$ cat src/rtl/max_pool_2x2.sv
`default_nettype none
// ============================================================================
// Module   : max_pool_2x2
// Brief    : Streaming 2x2 / stride-2 signed max-pooling stage. It takes a
//            raster-order feature map over a valid/ready handshake and keeps
//            one half-width row of partial maxima, so no frame buffer is used.
// Revision : 1.0 - initial release
// ============================================================================
module max_pool_2x2 #(
   parameter int DATA_WIDTH = 16,
   parameter int IMG_WIDTH  = 28,
   parameter int IMG_HEIGHT = 28
) (
   input  logic                  clock,
   input  logic                  reset,      // active-low, synchronous
   input  logic                  s_tvalid,
   output logic                  s_tready,
   input  logic [DATA_WIDTH-1:0] s_tdata,
   input  logic                  s_tlast,
   output logic                  m_tvalid,
   input  logic                  m_tready,
   output logic [DATA_WIDTH-1:0] m_tdata,
   output logic                  m_tlast,
   output logic                  busy,
   output logic                  frame_err
);

   localparam int CW = (IMG_WIDTH  > 2) ? $clog2(IMG_WIDTH)  : 1;
   localparam int RW = (IMG_HEIGHT > 2) ? $clog2(IMG_HEIGHT) : 1;
   localparam int LB_DEPTH = IMG_WIDTH / 2;
   localparam logic [CW-1:0] c_COL_LAST = CW'(IMG_WIDTH - 1);
   localparam logic [RW-1:0] c_ROW_LAST = RW'(IMG_HEIGHT - 1);

   // Odd geometries cannot be pooled 2x2 without leftovers; refuse them.
   generate
      if ((IMG_WIDTH % 2) != 0) begin : g_bad_width
         $error("max_pool_2x2: IMG_WIDTH must be even");
      end
      if ((IMG_HEIGHT % 2) != 0) begin : g_bad_height
         $error("max_pool_2x2: IMG_HEIGHT must be even");
      end
   endgenerate

   // Signed two's-complement maximum, no width growth.
   function automatic logic [DATA_WIDTH-1:0] f_max(input logic [DATA_WIDTH-1:0] a,
                                                   input logic [DATA_WIDTH-1:0] b);
      return ($signed(a) > $signed(b)) ? a : b;
   endfunction

   logic [CW-1:0]         r_col;
   logic [RW-1:0]         r_row;
   logic [DATA_WIDTH-1:0] r_hold;
   logic [DATA_WIDTH-1:0] r_line_buf [0:LB_DEPTH-1];
   logic                  r_m_tvalid;
   logic [DATA_WIDTH-1:0] r_m_tdata;
   logic                  r_m_tlast;
   logic                  r_busy;
   logic                  r_frame_err;

   logic                  w_produce_slot;
   logic                  w_beat;
   logic                  w_last_col;
   logic                  w_last_row;
   logic                  w_last_pix;
   logic                  w_early_last;
   logic                  w_pool_beat;
   logic                  w_produce;
   logic                  w_drain;
   logic [CW-2:0]         w_lb_idx;
   logic [DATA_WIDTH-1:0] w_pair_max;
   logic [DATA_WIDTH-1:0] w_quad_max;

   assign w_produce_slot = r_row[0] & r_col[0];
   // Stall only when a produce beat would overwrite an unconsumed output.
   assign s_tready       = reset & ~(w_produce_slot & r_m_tvalid & ~m_tready);
   assign w_beat         = s_tvalid & s_tready;
   assign w_last_col     = (r_col == c_COL_LAST);
   assign w_last_row     = (r_row == c_ROW_LAST);
   assign w_last_pix     = w_last_col & w_last_row;
   assign w_early_last   = s_tlast & ~w_last_pix;
   assign w_pool_beat    = w_beat & ~w_early_last;
   assign w_produce      = w_pool_beat & w_produce_slot;
   assign w_drain        = r_m_tvalid & m_tready;
   assign w_lb_idx       = r_col[CW-1:1];
   assign w_pair_max     = f_max(r_hold, s_tdata);
   assign w_quad_max     = f_max(w_pair_max, r_line_buf[w_lb_idx]);

   // Raster position, even-column hold register and sticky framing error.
   always_ff @(posedge clock) begin
      if (!reset) begin
         r_col       <= '0;
         r_row       <= '0;
         r_hold      <= '0;
         r_frame_err <= 1'b0;
      end else if (w_beat) begin
         if (w_early_last) begin
            // Premature end of frame: drop the beat and resync to pixel 0.
            r_col       <= '0;
            r_row       <= '0;
            r_frame_err <= 1'b1;
         end else begin
            if (!r_col[0]) begin
               r_hold <= s_tdata;
            end
            if (w_last_col) begin
               r_col <= '0;
               r_row <= w_last_row ? '0 : r_row + RW'(1);
            end else begin
               r_col <= r_col + CW'(1);
            end
            if (w_last_pix && !s_tlast) begin
               r_frame_err <= 1'b1;
            end
         end
      end
   end

   // Partial row maxima: written on even rows, consumed on the following odd row.
   always_ff @(posedge clock) begin
      if (w_pool_beat && r_col[0] && !r_row[0]) begin
         r_line_buf[w_lb_idx] <= w_pair_max;
      end
   end

   // Single-entry output register; a reload in the drain cycle keeps valid high.
   always_ff @(posedge clock) begin
      if (!reset) begin
         r_m_tvalid <= 1'b0;
         r_m_tdata  <= '0;
         r_m_tlast  <= 1'b0;
      end else if (w_produce) begin
         r_m_tvalid <= 1'b1;
         r_m_tdata  <= w_quad_max;
         r_m_tlast  <= w_last_pix;
      end else if (w_drain) begin
         r_m_tvalid <= 1'b0;
         r_m_tlast  <= 1'b0;
      end
   end

   // Frame-in-progress flag; a new frame's first beat wins over the old tlast drain.
   always_ff @(posedge clock) begin
      if (!reset) begin
         r_busy <= 1'b0;
      end else if (w_beat && w_early_last) begin
         r_busy <= 1'b0;
      end else if (w_beat) begin
         r_busy <= 1'b1;
      end else if (w_drain && r_m_tlast) begin
         r_busy <= 1'b0;
      end
   end

   assign m_tvalid  = r_m_tvalid;
   assign m_tdata   = r_m_tdata;
   assign m_tlast   = r_m_tlast;
   assign busy      = r_busy;
   assign frame_err = r_frame_err;

endmodule
`default_nettype wire

$ cat config.mk
export PLATFORM = sky130hd
export DESIGN_NAME = max_pool_2x2
export DESIGN_NICKNAME = d
export VERILOG_FILES = /design/src/rtl/max_pool_2x2.sv
export SDC_FILE = /design/constraint.sdc
export NUM_CORES = 1
export LEC_CHECK = 0
export ABC_AREA = 0
export BUFFER_PORTS_ARGS = -buffer_cell sky130_fd_sc_hd__buf_2
export CORE_MARGIN = 2
export CORE_UTILIZATION = 40
export CTS_BUF_LIST = sky130_fd_sc_hd__clkbuf_4
export CTS_CLUSTER_SIZE = 10
export DETAILED_ROUTE_END_ITERATION = 16
export GPL_TIMING_DRIVEN = 0
export SLEW_MARGIN = 20
export SYNTH_ARGS = -nofsm -noshare
export SYNTH_HDL_FRONTEND = slang
export SYNTH_SLANG_ARGS = --single-unit
$ cat constraint.sdc
create_clock -name clock -period 10.47 [get_ports clock]
set_clock_uncertainty 0.05 [all_clocks]
set_input_delay 1.5705 -clock clock [delete_from_list [all_inputs] [get_ports clock]]
set_output_delay 1.5705 -clock clock [all_outputs]
set_load 0.005 [all_outputs]
==> results of run 1 <==
==> synth_stat cells, types with 2 or more instances <==
master	count
and4b_1	2
ha_1	35
o21a_1	3
nand2b_1	6
and3_1	2
a21o_1	5
a211oi_1	14
o211ai_1	3
nand4_1	7
o21ai_0	11
nand2_1	49
mux2_4	8
mux2i_1	35
mux4_2	48
a21oi_1	66
nor2_1	56
and2_1	2
inv_1	22
buf_1	2
edfxtp_1	224
nand3_1	10
nor3_1	8
nor3b_1	5
a31oi_1	3
nand3b_1	3
mux2_2	8
or4_1	2
nor4_1	3
clkbuf_1	28
buf_4	2
a221o_1	13
dfxtp_1	50
buf_2	7
==> routing by layer <==
metal | wire (microns) | global-route usage, %
met4 | 692 | 6.424
met1 | 12540 | 26.12
met2 | 13090 | 29.50
met3 | 1502 | 4.069
met5 | 0 | 0
==> path summary, 6_finish.rpt <==
path	startpoint	to
worst max-delay path	s_tdata[13]	m_tdata[11]
worst max register to register	r_hold[13]	m_tdata[11]
worst min register to register	frame_err	frame_err
worst min-delay path	frame_err	frame_err
==> report_power, final <==
| group | switching [mW] | leakage [nW] | internal [mW] |
|---|---|---|---|
| clock network | 0.412 | 0.527 | 0.489 |
| registers | 0.00213 | 2.45 | 1.19 |
| logic | 0.0793 | 1.73 | 0.0338 |
| total | 0.493 | 4.70 | 1.72 |
==> sequential cells by signal, summed over array words and instances, names as in the netlist, named ones only <==
| name | cells |
|---|---|
| r_line_buf | 224 |
| m_tdata | 16 |
| r_hold | 16 |
| r_col | 5 |
| r_row | 5 |
| busy | 1 |
| frame_err | 1 |
| m_tlast | 1 |
| m_tvalid | 1 |
==> worst max-delay path, stage by stage <==
cell and delay [ps]:
buf_2 100, inv_1 50, ha_1 300, a21o_1 190, a2111o_1 410, o41a_1 420
buf_6 160, buf_12 150, mux2i_1 370, inv_1 340, ha_1 400, nand4_1 150
nor4_1 490, o21a_1 210, o31a_1 270, clkbuf_1 450, a211oi_1 160, a221o_1 280
==> final cells by class <==
cell class                 instances  share of cell area (%)
tap                              384                   3.576
multi-input combinational        422                   27.42
clock inverter                     8                  0.4191
buffer                            41                   1.444
timing repair buffer              59                   2.952
antenna                            1                 0.01863
sequential                       274                   57.52
clock buffer                     108                   6.035
inverter                          22                  0.6147
==> logic make-up after synthesis <==
kind of cell	synth area share, %
adder cells (fa/ha/maj)	3.761
AO/OA/AOI/OAI	7.211
buffers and inverters	2.375
AND/OR/NAND/NOR	6.180
flip-flops	66.37
multiplexers	14.10
==> flow_summary.toml, run 1 <==
[status]
status = "complete, no violations"

[pwr]
leakage_nw = 4.702
finalPower_mw = 2.208
ir_drop_uv = 63.63
power_density_nw_per_um2 = 164.4

[worst_setup_path]
cp.arrival_ps = 6480
start_kind = "primary input"
worstRegToRegCells = 16
worst-path-max-fanout = 15
reg2reg_slack_ps = 5200
critPathKind = "in -> reg"
end_kind = "flip-flop"
worstPathRequired_ps = 10940

[placement]
placed_cells = 1202
port_buffers = 41
pre_cts_ws_ps = 3882
placed_cell_area_sq_um = 12560
place.gp.congestion = 0.8066
hpwl_mm = 18.75

[timing]
hold_viol_final = 0
final-setup-viol-count = 0
worst_hold_slack_ps = 421.0
worst_pin_slew_ps = 937.3
fmax_ghz = 0.1663
setup_ws_ps = 4458
slew_violations = 0
post-route-min-period_ps = 6012
setup_tns_ps = 0
fin_crit_sh_pct = 57.42
rsz0062_at_grt = "no"
slew_headroom_pct = 37.51

[synthesis]
ys_types = 50
avgSynthCellArea_sq_um = 15.34
ys_warn_count = 0
syn_nets = 815
ys_seq_area_share_pct = 66.37
yosysTopAreaCellShare_pct = 57.78
dominantRegCellSynth = "edfxtp_1"
syn-cell-area_sq_um = 11640
synth_edf_count = 224
synthArstFlopShare_pct = 0
synth-seq-cells = 274
synth_top_area_cell = "edfxtp_1"
syn_inst = 759
yosys-top-cells-area = "edfxtp_1 58%, mux4_2 9.3%, dfxtp_1 8.6%, ha_1 3.8%, mux2i_1 3.0%"

[cts]
numClockSinks = 274
cts.path.max_buffers = 3
clkTransAtPathRegs_ps = 60
insertion_delay_ps = 650
holdBufCountCts = 0
postCtsSetupBuffers = 0
htree_levels = 3
root_buffer = "clkbuf_4"
post_cts_resized = 0
numCtsBuffers = 72
cts_tree = "built"

[global_route]
grt_max_degree = 17
grt_pass1_wl_mm = 42.77
grt_pass1_vias = 7320
antenna_found_initial = 1
grt.total_usage_pct = 18.80
globalRouteOverflowTotal = 0

[cells_and_area]
final_cell_mix = "224 x edfxtp_1, 108 x clkbuf_4, 66 x a21oi_1"
drive_gt1_share_pct = 27.84
final_common_cell = "edfxtp_1"
nets = 948
multiInputGateArea_sq_um = 3684
regArea_sq_um = 7727
instances_no_fill = 1319
area_delta_synth_final_pct = 15.39
fillers = 2561
fin_util_pct = 46.80
design_area_sq_um = 13430

[detailed_routing]
wirelength_mm = 27.83
num_vias = 7088
postRouteAntennaNets = 0
avgViaCountPerCell = 5.374
wl_per_cell_microns = 21.10
drtPass1Iterations = 5
drtIter0Drc = 608
drc_errors = 0

[floorplanning]
num_io_pins = 42
core_area_sq_um = 28700
die-area_sq_um = 30490
fp-row-count = 62
die_y_microns = 174.6
die_w_microns = 174.6
initial_utilization_pct = 40.56

[job]
cap_violations = 0

[hold_path]
hold_path_depth = 2
min_path_type = "reg -> reg"
No activity file was read; power rests on OpenSTA's default activity.
==> inputs of run 2 (changes only) <==
Settings changed: ABC_AREA 0 to 1.
Clock period 10.47 ns to 5.2 ns, I/O delays scaled along.
==> run 2 against run 1 <==
  * Critical path depth up 5
  * Global-route usage up 2.3 points
  * Design area up 4.1%
  * Final cell count up 30%
  * First-iteration DRC count up 3.9%
  * Sequential share of layout area down 2.2 points
  * Critical path type is now reg -> reg
  * Largest cell class unchanged
==> flow_summary.toml, run 2 <==
[worst_setup_path]
cp_common_cell = "nand2_1"
crit_chain = "ha_1 -> nand2_2 -> nor3_4 -> nand2_1 -> nand3_2 -> nand3_4 -> buf_4 -> nand2_1 -> nand2_1 -> ha_1 -> nand2_1 -> inv_1 -> nor2_1 -> o21bai_1 -> a21oi_1 -> nand2_1 -> nand2_1 -> nand3_2 -> inv_2 -> buf_2 -> nand3_1 -> nand2_1 -> a21oi_1"
cp_slowest_cell = "ha_1"
start_kind = "flip-flop"
end_kind = "flip-flop"
critPathKind = "reg -> reg"
worst_path_largest_cell_delay_ps = 530
cp.arrival_ps = 4820
worst-path-max-fanout = 15
worstPathRequired_ps = 5690

[cts]
root_buffer = "clkbuf_4"
cts.path.max_buffers = 3
numClockSinks = 274
holdBufCountCts = 0
cts_tree = "built"
htree_levels = 3
insertion_delay_ps = 680
post_cts_resized = 0
numCtsBuffers = 73
clkTransAtPathRegs_ps = 60
postCtsSetupBuffers = 0

[global_route]
grt_pass1_wl_mm = 50.19
antenna_found_initial = 1
use_met2_pct = 32.96
grt.met1_usage_pct = 28.88
grt_pass1_vias = 8833
globalRouteOverflowTotal = 0
grt_max_degree = 17
gr-usage-met3_pct = 3.499
busiest_layer = "met2"
grt.total_usage_pct = 21.12

[detailed_routing]
avgViaCountPerCell = 5.306
num_vias = 9079
drtPass1Iterations = 5
wl_per_cell_microns = 19.20
wirelength_mm = 32.86
drtIter0Drc = 632
postRouteAntennaNets = 0
drc_errors = 0

[timing]
setup_tns_ps = 0
fmax_ghz = 0.2309
slew_violations = 0
rsz0062_at_grt = "no"
post-route-min-period_ps = 4331
setup_ws_ps = 869.3
worst_pin_slew_ps = 910.4
fin_crit_sh_pct = 83.28
hold_viol_final = 0
slew_headroom_pct = 39.11
final-setup-viol-count = 0

[hold_path]
min_path_type = "in -> reg"

[floorplanning]
die_y_microns = 178.8
num_io_pins = 42
die_w_microns = 178.8
initial_utilization_pct = 40.89
core_area_sq_um = 29870
die-area_sq_um = 31950
fp-row-count = 63

[status]
status = "complete, no violations"

[synthesis]
ys_seq_area_share_pct = 63.26
synth_top_area_cell = "edfxtp_1"
synthSimpleGateAreaFrac_pct = 14.79
synthArstFlopShare_pct = 0
yosys-top-cells-area = "edfxtp_1 55%, dfxtp_1 8.2%, nand2_1 5.4%, o21ai_0 5.1%, nor2_1 4.3%"
ys_types = 44
yosysTopAreaCellShare_pct = 55.07
synth_compound_area_share_pct = 12.78
synth.most_common_cell = "edfxtp_1"
synth_edf_count = 224
synth-seq-cells = 274
synthXorXnorAreaFrac_pct = 0.07170
avgSynthCellArea_sq_um = 10.64
dominantRegCellSynth = "edfxtp_1"
synth_fa_ha_area_share_pct = 3.585
syn_nets = 1204
synth_common_cells = "224 x edfxtp_1, 175 x nand2_1, 141 x nor2_1"
ys_warn_count = 0
syn_inst = 1148
synth_top_family_by_area = "simple AND/OR/NAND/NOR gates"
synthMuxAreaShare_pct = 0
syn-cell-area_sq_um = 12220

[cells_and_area]
regMostFlops = "r_line_buf"
nets = 1329
fin_util_pct = 46.79
largest_register_ffs = 224
regArea_sq_um = 7727
final_cell_mix = "224 x edfxtp_1, 175 x nand2_1, 131 x nor2_1"
final_common_cell = "edfxtp_1"
fillers = 2739
drive_gt1_share_pct = 20.08
area_delta_synth_final_pct = 14.43
multiInputGateArea_sq_um = 3862

[pwr]
p_sw_mw = 1.091
pwr-share-seq_pct = 52.7
p_comb_share_pct = 6.5
switching_share_pct = 23.69
p_int_mw = 3.516
ir_drop_uv = 138.0
leakage_nw = 5.421
pwr-share-clk_pct = 40.8
finalPower_mw = 4.607
power_density_nw_per_um2 = 329.6

[placement]
port_buffers = 40
place.gp.congestion = 0.8771
pre_cts_ws_ps = 287.3
hpwl_mm = 22.65

[job]
cap_violations = 0
==> run 2: changes by cell type in the layout (fill, tap and decap cells not counted), moves of 35 or more <==
| cell | previous run | this run |
|---|---|---|
| nand2_1 | 49 | 175 |
| inv_1 | 22 | 66 |
| mux2i_1 | 35 | 0 |
| o21ai_0 | 11 | 124 |
| nor2_1 | 46 | 131 |
| mux4_2 | 48 | 0 |
==> run 2: worst paths after layout <==
kind | from | endpoint | slack [ps] | cells after the start
max | r_hold[15] | m_tdata[7] | 870 | 23
min | s_tdata[0] | r_hold[0] | 320 | 3
max reg2reg | r_hold[15] | m_tdata[7] | 870 | 23
min reg2reg | m_tdata[10] | m_tdata[10] | 410 | 2
==> run 2: critical path, delay by kind of cell, from the launching register on <==
| kind | cells | cell delay, ps |
|---|---|---|
| simple gates | 14 | 2000 |
| fa+ha+maj | 2 | 890 |
| buf+inv | 4 | 620 |
| flops | 1 | 330 |
| compound gates | 3 | 310 |
==> run 2: layout make-up <==
cell class | count | area share [%]
Antenna cell | 1 | 0.01790
Buffer | 60 | 2.470
Clock buffer | 112 | 6.015
Clock inverter | 10 | 0.4834
Inverter | 86 | 2.345
Multi-Input combinational cell | 728 | 27.63
Sequential cell | 274 | 55.28
Tap cell | 390 | 3.491
Timing Repair Buffer | 50 | 2.265
==> run 2: through the flow <==
stage / instances / hold WS, ps / area [sq um]
final: 1711 / 323.3 / 13980
after global routing: 1711 / 309.6 / 13980
after CTS: 1710 / 280.6 / 13980
after detailed placement: 1588 / 402.8 / 13070
after global placement: 1578 / 399.4 / 12900
after floorplan: 1148 / 410.0 / 12220
==> run 2: power groups by stage <==
stage | registers (mW) | logic (mW) | clock network [mW]
6_report | 2.43 | 0.299 | 1.88
5_1_grt | 2.43 | 0.331 | 2.02
4_1_cts | 2.43 | 0.296 | 1.92
3_5_place_dp | 2.48 | 0.295 | 0
3_3_place_gp | 2.48 | 0.288 | 0
2_1_floorplan | 2.47 | 0.184 | 0
==> run 2: metal layers <==
metal  vias to the layer above  share of wire [%]
li1                       4348                  -
met1                      4323                 44
met2                       350                 45
met3                        58                7.2
met4                         0                3.1
met5                         -                  0
==> run 2: logic make-up (layout without fill, tap and decap cells) <==
logic type,count (synthesis),after routing
compound gates,283,283
xor+xnor,1,1
fa+ha+maj,35,35
buf+inv,146,318
flops,274,274
other cells,0,1
simple gates,409,409
